**src/rtl/uart_param_xcvr.sv**
```systemverilog
// uart_param_xcvr: full-duplex UART with runtime baud select, optional parity,
// 1/2 stop bits, 16x-oversampled receiver with false-start rejection and an
// RX FIFO that carries per-word parity/frame error flags.
module uart_param_xcvr #(
  parameter int unsigned DATA_W    = 8,
  parameter int unsigned OVS       = 16,
  parameter int unsigned BAUD_DIV0 = 54,
  parameter int unsigned BAUD_DIV1 = 27,
  parameter int unsigned BAUD_DIV2 = 13,
  parameter int unsigned BAUD_DIV3 = 7,
  parameter int unsigned RX_DEPTH  = 4
) (
  input  logic              clk,
  input  logic              reset,
  input  logic [1:0]        sel,
  input  logic [1:0]        parity_mode,
  input  logic              stop2,
  input  logic              tx_valid,
  input  logic [DATA_W-1:0] tx_data,
  output logic              tx_ready,
  output logic              tx,
  input  logic              rx,
  input  logic              rx_ready,
  output logic              rx_valid,
  output logic [DATA_W-1:0] rx_data,
  output logic              rx_parity_err,
  output logic              rx_frame_err,
  output logic              rx_overrun
);
  localparam int unsigned CNT_W = 16;
  localparam int unsigned OVS_W = $clog2(OVS);
  localparam int unsigned BIT_W = 4;
  localparam int unsigned AW    = $clog2(RX_DEPTH);
  localparam int unsigned ENT_W = DATA_W + 2;

  typedef enum logic [2:0] {TX_IDLE, TX_START, TX_DATA, TX_PARITY, TX_STOP} tx_state_t;
  typedef enum logic [2:0] {RX_IDLE, RX_START, RX_DATA, RX_PARITY, RX_STOP, RX_WAIT_HIGH} rx_state_t;

  // Terminal count of the tick divider for a given baud select.
  function automatic logic [CNT_W-1:0] f_div_last(input logic [1:0] s);
    case (s)
      2'd0:    f_div_last = CNT_W'(BAUD_DIV0 - 1);
      2'd1:    f_div_last = CNT_W'(BAUD_DIV1 - 1);
      2'd2:    f_div_last = CNT_W'(BAUD_DIV2 - 1);
      default: f_div_last = CNT_W'(BAUD_DIV3 - 1);
    endcase
  endfunction

  function automatic logic f_par_on(input logic [1:0] m);
    f_par_on = (m == 2'b01) || (m == 2'b10);
  endfunction

  // ---------------- TX ----------------
  tx_state_t         r_tx_state, w_tx_state_nxt;
  logic [CNT_W-1:0]  r_tx_cnt;
  logic [OVS_W-1:0]  r_tx_ovs;
  logic [BIT_W-1:0]  r_tx_bits;
  logic [DATA_W-1:0] r_tx_shift;
  logic              r_tx_par, r_tx_stop2, r_tx_stop_cnt, r_tx, r_tx_ready;
  logic [1:0]        r_tx_pmode, r_tx_sel;
  logic              w_tx_tick, w_tx_bit_end, w_tx_accept, w_tx_nxt, w_tx_ready_nxt;

  assign w_tx_tick    = (r_tx_cnt == f_div_last(r_tx_sel));
  assign w_tx_bit_end = w_tx_tick && (r_tx_ovs == OVS_W'(OVS - 1));
  assign w_tx_accept  = (r_tx_state == TX_IDLE) && tx_valid && r_tx_ready;

  // TX state register.
  always_ff @(posedge clk) begin
    if (reset) r_tx_state <= TX_IDLE;
    else       r_tx_state <= w_tx_state_nxt;
  end

  // TX next state and next serial/ready levels.
  always_comb begin
    w_tx_state_nxt = r_tx_state;
    w_tx_nxt       = r_tx;
    w_tx_ready_nxt = r_tx_ready;
    case (r_tx_state)
      TX_IDLE: begin
        w_tx_nxt       = 1'b1;
        w_tx_ready_nxt = 1'b1;
        if (w_tx_accept) begin
          w_tx_state_nxt = TX_START;
          w_tx_nxt       = 1'b0;
          w_tx_ready_nxt = 1'b0;
        end
      end
      TX_START: if (w_tx_bit_end) begin
        w_tx_state_nxt = TX_DATA;
        w_tx_nxt       = r_tx_shift[0];
      end
      TX_DATA: if (w_tx_bit_end) begin
        if (r_tx_bits == BIT_W'(DATA_W - 1)) begin
          if (f_par_on(r_tx_pmode)) begin
            w_tx_state_nxt = TX_PARITY;
            w_tx_nxt       = r_tx_par;
          end else begin
            w_tx_state_nxt = TX_STOP;
            w_tx_nxt       = 1'b1;
          end
        end else begin
          w_tx_nxt = r_tx_shift[1];
        end
      end
      TX_PARITY: if (w_tx_bit_end) begin
        w_tx_state_nxt = TX_STOP;
        w_tx_nxt       = 1'b1;
      end
      TX_STOP: if (w_tx_bit_end && !(r_tx_stop2 && !r_tx_stop_cnt)) begin
        w_tx_state_nxt = TX_IDLE;
        w_tx_ready_nxt = 1'b1;
      end
      default: w_tx_state_nxt = TX_IDLE;
    endcase
  end

  // TX datapath: frame config capture, bit timing and shift register.
  always_ff @(posedge clk) begin
    if (reset) begin
      r_tx <= 1'b1;  r_tx_ready <= 1'b0;  r_tx_cnt <= '0;  r_tx_ovs <= '0;
      r_tx_bits <= '0;  r_tx_shift <= '0;  r_tx_par <= 1'b0;  r_tx_pmode <= '0;
      r_tx_stop2 <= 1'b0;  r_tx_sel <= '0;  r_tx_stop_cnt <= 1'b0;
    end else begin
      r_tx       <= w_tx_nxt;
      r_tx_ready <= w_tx_ready_nxt;
      if (w_tx_accept) begin
        r_tx_shift    <= tx_data;
        r_tx_par      <= (^tx_data) ^ (parity_mode == 2'b10);
        r_tx_pmode    <= parity_mode;
        r_tx_stop2    <= stop2;
        r_tx_sel      <= sel;
        r_tx_cnt      <= '0;
        r_tx_ovs      <= '0;
        r_tx_bits     <= '0;
        r_tx_stop_cnt <= 1'b0;
      end else if (r_tx_state != TX_IDLE) begin
        r_tx_cnt <= w_tx_tick ? '0 : r_tx_cnt + CNT_W'(1);
        if (w_tx_tick) r_tx_ovs <= w_tx_bit_end ? '0 : r_tx_ovs + OVS_W'(1);
        if (w_tx_bit_end && r_tx_state == TX_DATA) begin
          r_tx_shift <= r_tx_shift >> 1;
          r_tx_bits  <= r_tx_bits + BIT_W'(1);
        end
        if (w_tx_bit_end && r_tx_state == TX_STOP) r_tx_stop_cnt <= 1'b1;
      end
    end
  end

  // ---------------- RX ----------------
  rx_state_t         r_rx_state, w_rx_state_nxt;
  logic              r_rx_s1, r_rx_s2;
  logic [CNT_W-1:0]  r_rx_cnt;
  logic [1:0]        r_rx_sel, r_rx_sel_prev, r_rx_pmode, w_rx_sel;
  logic [OVS_W-1:0]  r_rx_ovs;
  logic [BIT_W-1:0]  r_rx_bits;
  logic [DATA_W-1:0] r_rx_shift;
  logic              r_rx_perr;
  logic              w_rx_in, w_rx_sel_chg, w_rx_tick, w_rx_half, w_rx_full;
  logic              w_push, w_rx_ferr;

  // Live select while idle so the sampling phase is ready for a start edge.
  assign w_rx_in      = r_rx_s2;
  assign w_rx_sel     = (r_rx_state == RX_IDLE) ? sel : r_rx_sel;
  assign w_rx_sel_chg = (w_rx_sel != r_rx_sel_prev);
  assign w_rx_tick    = !w_rx_sel_chg && (r_rx_cnt == f_div_last(w_rx_sel));
  assign w_rx_half    = w_rx_tick && (r_rx_ovs == OVS_W'(OVS / 2 - 1));
  assign w_rx_full    = w_rx_tick && (r_rx_ovs == OVS_W'(OVS - 1));

  // RX state register.
  always_ff @(posedge clk) begin
    if (reset) r_rx_state <= RX_IDLE;
    else       r_rx_state <= w_rx_state_nxt;
  end

  // RX next state, FIFO push and frame-error decision.
  always_comb begin
    w_rx_state_nxt = r_rx_state;
    w_push         = 1'b0;
    w_rx_ferr      = 1'b0;
    case (r_rx_state)
      RX_IDLE:   if (w_rx_tick && !w_rx_in) w_rx_state_nxt = RX_START;
      RX_START:  if (w_rx_half) w_rx_state_nxt = w_rx_in ? RX_IDLE : RX_DATA;
      RX_DATA:   if (w_rx_full && r_rx_bits == BIT_W'(DATA_W - 1))
                   w_rx_state_nxt = f_par_on(r_rx_pmode) ? RX_PARITY : RX_STOP;
      RX_PARITY: if (w_rx_full) w_rx_state_nxt = RX_STOP;
      RX_STOP: if (w_rx_full) begin
        w_push         = 1'b1;
        w_rx_ferr      = !w_rx_in;
        w_rx_state_nxt = w_rx_in ? RX_IDLE : RX_WAIT_HIGH;
      end
      RX_WAIT_HIGH: if (w_rx_in) w_rx_state_nxt = RX_IDLE;
      default: w_rx_state_nxt = RX_IDLE;
    endcase
  end

  // RX datapath: synchroniser, tick divider, mid-bit sampling.
  always_ff @(posedge clk) begin
    if (reset) begin
      r_rx_s1 <= 1'b1;  r_rx_s2 <= 1'b1;  r_rx_cnt <= '0;  r_rx_sel <= '0;
      r_rx_sel_prev <= '0;  r_rx_pmode <= '0;  r_rx_ovs <= '0;  r_rx_bits <= '0;
      r_rx_shift <= '0;  r_rx_perr <= 1'b0;
    end else begin
      r_rx_s1       <= rx;
      r_rx_s2       <= r_rx_s1;
      r_rx_sel_prev <= w_rx_sel;
      r_rx_cnt      <= (w_rx_sel_chg || w_rx_tick) ? '0 : r_rx_cnt + CNT_W'(1);
      case (r_rx_state)
        RX_IDLE: if (w_rx_tick && !w_rx_in) begin
          r_rx_sel   <= sel;
          r_rx_pmode <= parity_mode;
          r_rx_ovs   <= '0;
          r_rx_bits  <= '0;
          r_rx_perr  <= 1'b0;
        end
        RX_START: if (w_rx_tick) r_rx_ovs <= w_rx_half ? '0 : r_rx_ovs + OVS_W'(1);
        RX_DATA, RX_PARITY, RX_STOP: begin
          if (w_rx_tick) r_rx_ovs <= w_rx_full ? '0 : r_rx_ovs + OVS_W'(1);
          if (w_rx_full && r_rx_state == RX_DATA) begin
            r_rx_shift <= {w_rx_in, r_rx_shift[DATA_W-1:1]};
            r_rx_bits  <= r_rx_bits + BIT_W'(1);
          end
          if (w_rx_full && r_rx_state == RX_PARITY)
            r_rx_perr <= (^r_rx_shift) ^ w_rx_in ^ (r_rx_pmode == 2'b10);
        end
        default: ;
      endcase
    end
  end

  // ---------------- RX FIFO ----------------
  logic [ENT_W-1:0] r_mem [RX_DEPTH];
  logic [AW:0]      r_wptr, r_rptr;
  logic             r_overrun;
  logic             w_empty, w_full, w_pop, w_wr;
  logic [ENT_W-1:0] w_head;

  assign w_empty = (r_wptr == r_rptr);
  assign w_full  = (r_wptr[AW] != r_rptr[AW]) && (r_wptr[AW-1:0] == r_rptr[AW-1:0]);
  assign w_pop   = !w_empty && rx_ready;
  assign w_wr    = w_push && (!w_full || w_pop);
  assign w_head  = r_mem[r_rptr[AW-1:0]];

  // Show-ahead FIFO storage, pointers and overrun pulse.
  always_ff @(posedge clk) begin
    if (reset) begin
      for (int unsigned i = 0; i < RX_DEPTH; i++) r_mem[i] <= '0;
      r_wptr    <= '0;
      r_rptr    <= '0;
      r_overrun <= 1'b0;
    end else begin
      if (w_wr) begin
        r_mem[r_wptr[AW-1:0]] <= {r_rx_shift, r_rx_perr, w_rx_ferr};
        r_wptr                <= r_wptr + (AW+1)'(1);
      end
      if (w_pop) r_rptr <= r_rptr + (AW+1)'(1);
      r_overrun <= w_push && w_full && !w_pop;
    end
  end

  assign tx            = r_tx;
  assign tx_ready      = r_tx_ready;
  assign rx_valid      = !w_empty;
  assign rx_data       = w_head[ENT_W-1:2];
  assign rx_parity_err = w_head[1];
  assign rx_frame_err  = w_head[0];
  assign rx_overrun    = r_overrun;

endmodule

```
**config.mk**
```make
export PLATFORM = sky130hd
export DESIGN_NAME = uart_param_xcvr
export DESIGN_NICKNAME = d
export VERILOG_FILES = /design/src/rtl/uart_param_xcvr.sv
export SDC_FILE = /design/constraint.sdc
export NUM_CORES = 1
export LEC_CHECK = 0
export BUFFER_PORTS_ARGS = -buffer_cell sky130_fd_sc_hd__buf_2
export CAP_MARGIN = 10
export CORE_MARGIN = 1.5
export CORE_UTILIZATION = 66
export DETAILED_ROUTE_END_ITERATION = 6
export PLACE_DENSITY = 0.91
export RECOVER_POWER = 100
export REMOVE_ABC_BUFFERS = 1
export SLEW_MARGIN = 20
export SYNTH_ARGS = -nofsm -noshare
export SYNTH_HDL_FRONTEND = slang
export SYNTH_SLANG_ARGS = --single-unit
export TNS_END_PERCENT = 100
```
**constraint.sdc**
```tcl
create_clock -name clk -period 4.5 [get_ports clk]
set_input_delay 0.675 -clock clk [delete_from_list [all_inputs] [get_ports clk]]
set_output_delay 0.675 -clock clk [all_outputs]
set_load 0.01 [all_outputs]
```
## After elaboration in Yosys (flattened, before gate mapping)

Memories as Yosys holds them, arrays and structs flattened. A register that Yosys moved wholly into a read port is not among the register bits.
Index checks and enable logic that the tools add are counted.

| storage, ports and cells | value |
|---|---|
| bits of input ports | 18 |
| bits in registers | 95 |
| RAM bits | 40 |
| memories kept | 1 |

| cells by class | value |
|---|---|
| add/subtract/negate cells | 8 |
| eq/ne operators | 45 |
| bitwise gates (word level) | 3 |
| muxes and demuxes | 60 |
| reduce and logical (&&, ||, !) cells | 60 |

Memories:

| name | depth | bits a word | rd ports | clocked after Yosys merged registers in | write ports | line | RTL |
|---|---|---|---|---|---|---|---|
| r_mem | 4 | 10 | 1 | 1 | 4 | 230 | `logic [ENT_W-1:0] r_mem [RX_DEPTH];` |

Operators with widths:

| operator | count |
|---|---|
| 3-bit 2-to-1 mux | 15 |
| 6-bit case mux with 3 select lines | 2 |
| 16-bit by 1-bit adder with 16-bit output (second input constant) | 2 |
| 16-bit == test | 2 |
| 2-bit inequality test (second input constant) | 15 |
| 4-bit 2-to-1 mux | 7 |
| 8-bit 2-to-1 mux | 3 |
| 1-bit logical AND | 19 |
| 1-bit 2-to-1 mux | 19 |
| 3-bit case mux with 6 select lines | 1 |
| 4-bit by 1-bit adder with 4-bit output (second input constant) | 4 |
| 16-bit 2-to-1 mux | 1 |
| 8-bit XOR reduction | 2 |
| 3-bit case mux with 5 select lines | 1 |
| 2-bit AND reduction | 7 |
| 3-bit by 2-bit == test with 1-bit output (second input constant) | 4 |
| 4-bit by 3-bit == test with 1-bit output (second input constant) | 3 |
| 4-bit case mux with 3 select lines | 1 |
| 6-bit AND reduction | 2 |
| 2-bit == test (second input constant) | 5 |
| 10-bit 2-to-1 mux | 1 |
| 2-bit 2-to-1 mux | 5 |
| 10-bit OR reduction | 1 |
| 3-bit == test (second input constant) | 3 |
| other kinds (24) | 51 |

## Longest topological paths before layout

| depth | value |
|---|---|
| depth in word-level cells | 15 |
| gate-level depth with buffers | 11 |
| depth with buffers taken out | 9 |

## Least setup slack after synthesis

OpenSTA, ideal clock, no wires.

| timing | value |
|---|---|
| path type | input port to flip-flop |
| start point | input port sel[1] |
| end point | memory r_mem[2][0] in the netlist's numbering (enable) |
| setup time | 0.340 ns |
| slack | 1.375 ns |
| data required time | 4.160 ns |
| stages | 9 |
| data arrival time | 2.785 ns |
| cells stage by stage | buf_2 > or4b_4 > and2_4 > o32ai_4 > nor2_1 > nor4_1 > clkbuf_1 > nand2_1 > nand2_1 |

RTL lines:

| element | line | RTL |
|---|---|---|
| start, declared | 15 | `input logic [1:0] sel,` |
| end, declared | 230 |  |

==> summary.md <==
| Metric | Value |
|---|---|
| Max-Cap Viols | `1` |
| Clk pwr share | `between 40% and 50%` |
| CTS tree | `yes` |
| Critical Path Fanout Max | `19` |
| WL final | `between 15000 and 20000 µm` |
| Maximum buffer depth of the clock tree | `2` |
| Row Count | `37` |
| Total GRT Usage | `around 29%` |
| Clock slew at reported path FFs | `0.07 ns` |
| Root Driver | `clkbuf_8` |
| Unrepaired setup endpoints after global routing | `false` |
| Initial Util | `between 60% and 70%` |
| Internal power | `2.17 mW` |
| Post-Layout Cell Count | `between 900 and 1000` |
| Psw | `between 0.7 and 0.8 mW` |
| Cell variety after synth | `74` |
| Vias | `roughly 5700` |
| Pwr Total | `about 2.9 mW` |
| Setup Buffers After CTS | `0` |
| Syn Inst Count | `~750` |
| Worst Setup Start Kind | `flip-flop` |
| DIE HEIGHT | `about 110 µm` |
| Sw Share | `between 20% and 30%` |
| Slew Viols, Final | `48` |
| Final Hold Viols | `0` |
| Die width | `106 µm` |
| CTS H-tree lvls | `4` |
| Seq pwr share | `46.1%` |
| Final period utilization | `roughly 80%` |
| Worst-margin pin slew | `2.02 ns` |
| Post-synth ARST share | `0%` |
| Count of hold-fix buffers inserted at cts | `0` |
| Routed len/inst | `17.0 µm` |
| Placer congestion estimate | `0.879` |
| Status | `complete, but fails checks` |
| Fmax | `about 0.28 GHz` |
| Leakage | `approximately 2.8 nW` |
| Mapped cell area | `around 7100 µm²` |
| Final min period | `~3.6 ns` |
| Max Clock Skew | `between 0.015 and 0.02 ns` |
| Maximum VDD drop | `approximately 0.22 mV` |
| EDFF count, synth | `40` |
| Placed Area | `around 7200 µm²` |
| Failing checks | `max-capacitance violations, max-slew violations` |
| First-pass iteration count of the detailed router | `5` |
| Die ar. | `between 10000 and 15000 µm²` |
| Crit end category | `flip-flop` |
| Top_reg_cell synth | `dfxtp_1` |
| CORE AREA | `slightly above 10000 µm²` |
| Fraction of layout cells with a size suffix above 1 | `approximately 10%` |
| 1st-iter DRT viols | `about 570` |
| Power per cell area | `between 300 and 400 nW/µm²` |
| DR vias/cell | `about 6.3` |
| Synth warn | `0` |
| # setup viols final | `0` |
| DP Cell Count | `between 800 and 900` |
| CP required | `4.65 ns` |
| Clock tree sinks | `between 100 and 150` |
| Initial antenna violation count | `0` |
| Slew margin rel. | `-34.8%` |
| Final instance area | `around 7800 µm²` |
| Remaining antenna violation count after routing | `0` |
| First-pass GRT wire length | `around 26000 µm` |
| Post-layout nets | `around 800` |
| Synth Register Bits | `roughly 140` |
| Post-cts resize count | `0` |
| Gr ovfl total | `0` |
| Post-DP HPWL | `roughly 10000 µm` |
| Largest net degree at the start of global routing | `between 40 and 50` |
| Sequential fraction of the synthesis area | `44.5%` |
| Syn avg cell area | `about 9.5 µm²` |
| # diodes | `0` |
| Crit path kind | `reg -> reg` |
| Worst hold-check path type | `in -> reg` |
| CTS buffer count | `17` |
| Vias in the first global route | `5554` |
| Layout area overhead | `9.93%` |
| Number of I/O port buffers | `31` |
| Logic pwr share | `under 10%` |
| CP arrival | `between 3 and 4 ns` |
| Clock Latency Late Sink | `approximately 0.53 ns` |
| Remaining DRCs | `0` |
| # IOs | `32` |
## per-stage QoR
step / hold WS (ns) / worst slack, ns / util [%] / TNS [ns]
4_1_cts: 0.349 / 1.22 / 75.5 / 0
3_3_place_gp: 0.398 / 1.33 / 69.9 / 0
3_5_place_dp: 0.408 / 1.10 / 69.9 / 0
5_1_grt: 0.356 / 0.648 / 74.9 / 0
6_report: 0.353 / 0.916 / 74.9 / 0
2_1_floorplan: 0.389 / -0.271 / - / -4.02
## area by class of cell
cell class,instances,area [µm²]
multi-input combinational,551,3660
sequential,137,3140
fill,710,2600
clock buffer,17,414
tap,136,170
clock inverter,15,168
timing repair buffer,34,151
inverter,16,60.1
## final timing paths
kind	startpoint	to	slack, ns	cells after the start
worst min register to register	r_rx_s1	r_rx_s2	0.44	1
worst min-delay path	rx	r_rx_s1	0.35	2
worst max-delay path	r_rx_state[1]	r_mem[3][1]	0.92	8
worst max register to register	r_rx_state[1]	r_mem[3][1]	0.92	8
## Yosys cell counts, drive strengths merged, types with 4 or more instances
cell    instances  area (µm²)
a211oi         11        82.6
a21oi          35         186
a31oi           4        25.0
and2           13        83.8
and3           38         238
buf            10        57.6
clkbuf         32         120
dfxtp          97        1940
edfxtp         40        1200
ha             13         163
inv            16        60.1
mux2            6        67.6
mux2i          16         160
mux4           10         225
nand2          54         203
nand2b          9        56.3
nand3          41         205
nand3b          4        30.0
nand4           8        50.1
nor2           92         348
nor2b           6        37.5
nor3           17        85.1
nor4           10        68.8
o211ai          8        65.1
o21ai          25         129
o311ai          5        43.8
or2             4        25.0
or3            14        92.6
xnor2          38         333
xor2           27         236
## worst max-delay path, stage by stage (launching register included)
cell	delay, ns
dfxtp_1	0.52
or3_1	0.61
or3_1	0.36
a2111oi_0	0.40
a31oi_1	0.18
nor3_1	0.29
nor2_1	0.11
a21oi_1	0.22
clkbuf_1	0.51
## cells in the final DEF, fill, tap and decap left out, drive strengths merged, types with 4 or more instances in the layout
cell      count
ha           13
clkinvlp      5
a211oi       11
nor2b         6
and3         38
or2           4
buf          17
a31oi         4
nor2         92
and2         13
xnor2        38
dfxtp        97
xor2         27
inv          22
or3          14
clkbuf       34
nand2b        9
nor4         10
o21ai        25
nand2        54
nand4         8
edfxtp       40
nand3b        4
a21oi        35
nand3        41
o211ai        8
o311ai        5
mux4         10
mux2          6
mux2i        16
nor3         17
## sequential cells by signal (all words and copies together) (netlist names), 4 cells and up, named ones only
signal	count
r_rx_shift	8
r_rx_ovs	4
r_rx_bits	4
r_mem	40
r_tx_cnt	16
r_rx_cnt	16
r_tx_bits	4
r_tx_ovs	4
r_tx_shift	8
## layer usage
layer	vias up	share of wire [%]	GRT usage, %
met5	-	0	0
met3	61	5.8	5.89
met4	0	3.2	12.5
met1	2722	42	35.6
met2	227	49	48.6
li1	2712	-	-
## cells by family after synthesis
kind of cell / share of synthesized area, %
simple gates: 23.3
flops: 44.5
compound gates: 12.1
xor+xnor: 8.05
buf+inv: 3.36
mux: 6.41
fa+ha+maj: 2.30
## power by group through the flow
stage / sequential, mW / combinational [mW] / clock, mW
6_report: 1.33 / 0.165 / 1.39
5_1_grt: 1.33 / 0.182 / 1.44
4_1_cts: 1.33 / 0.168 / 1.39
3_5_place_dp: 1.35 / 0.166 / 0
3_3_place_gp: 1.35 / 0.159 / 0
2_1_floorplan: 1.35 / 0.113 / 0
(Power assumes the default switching activity.)
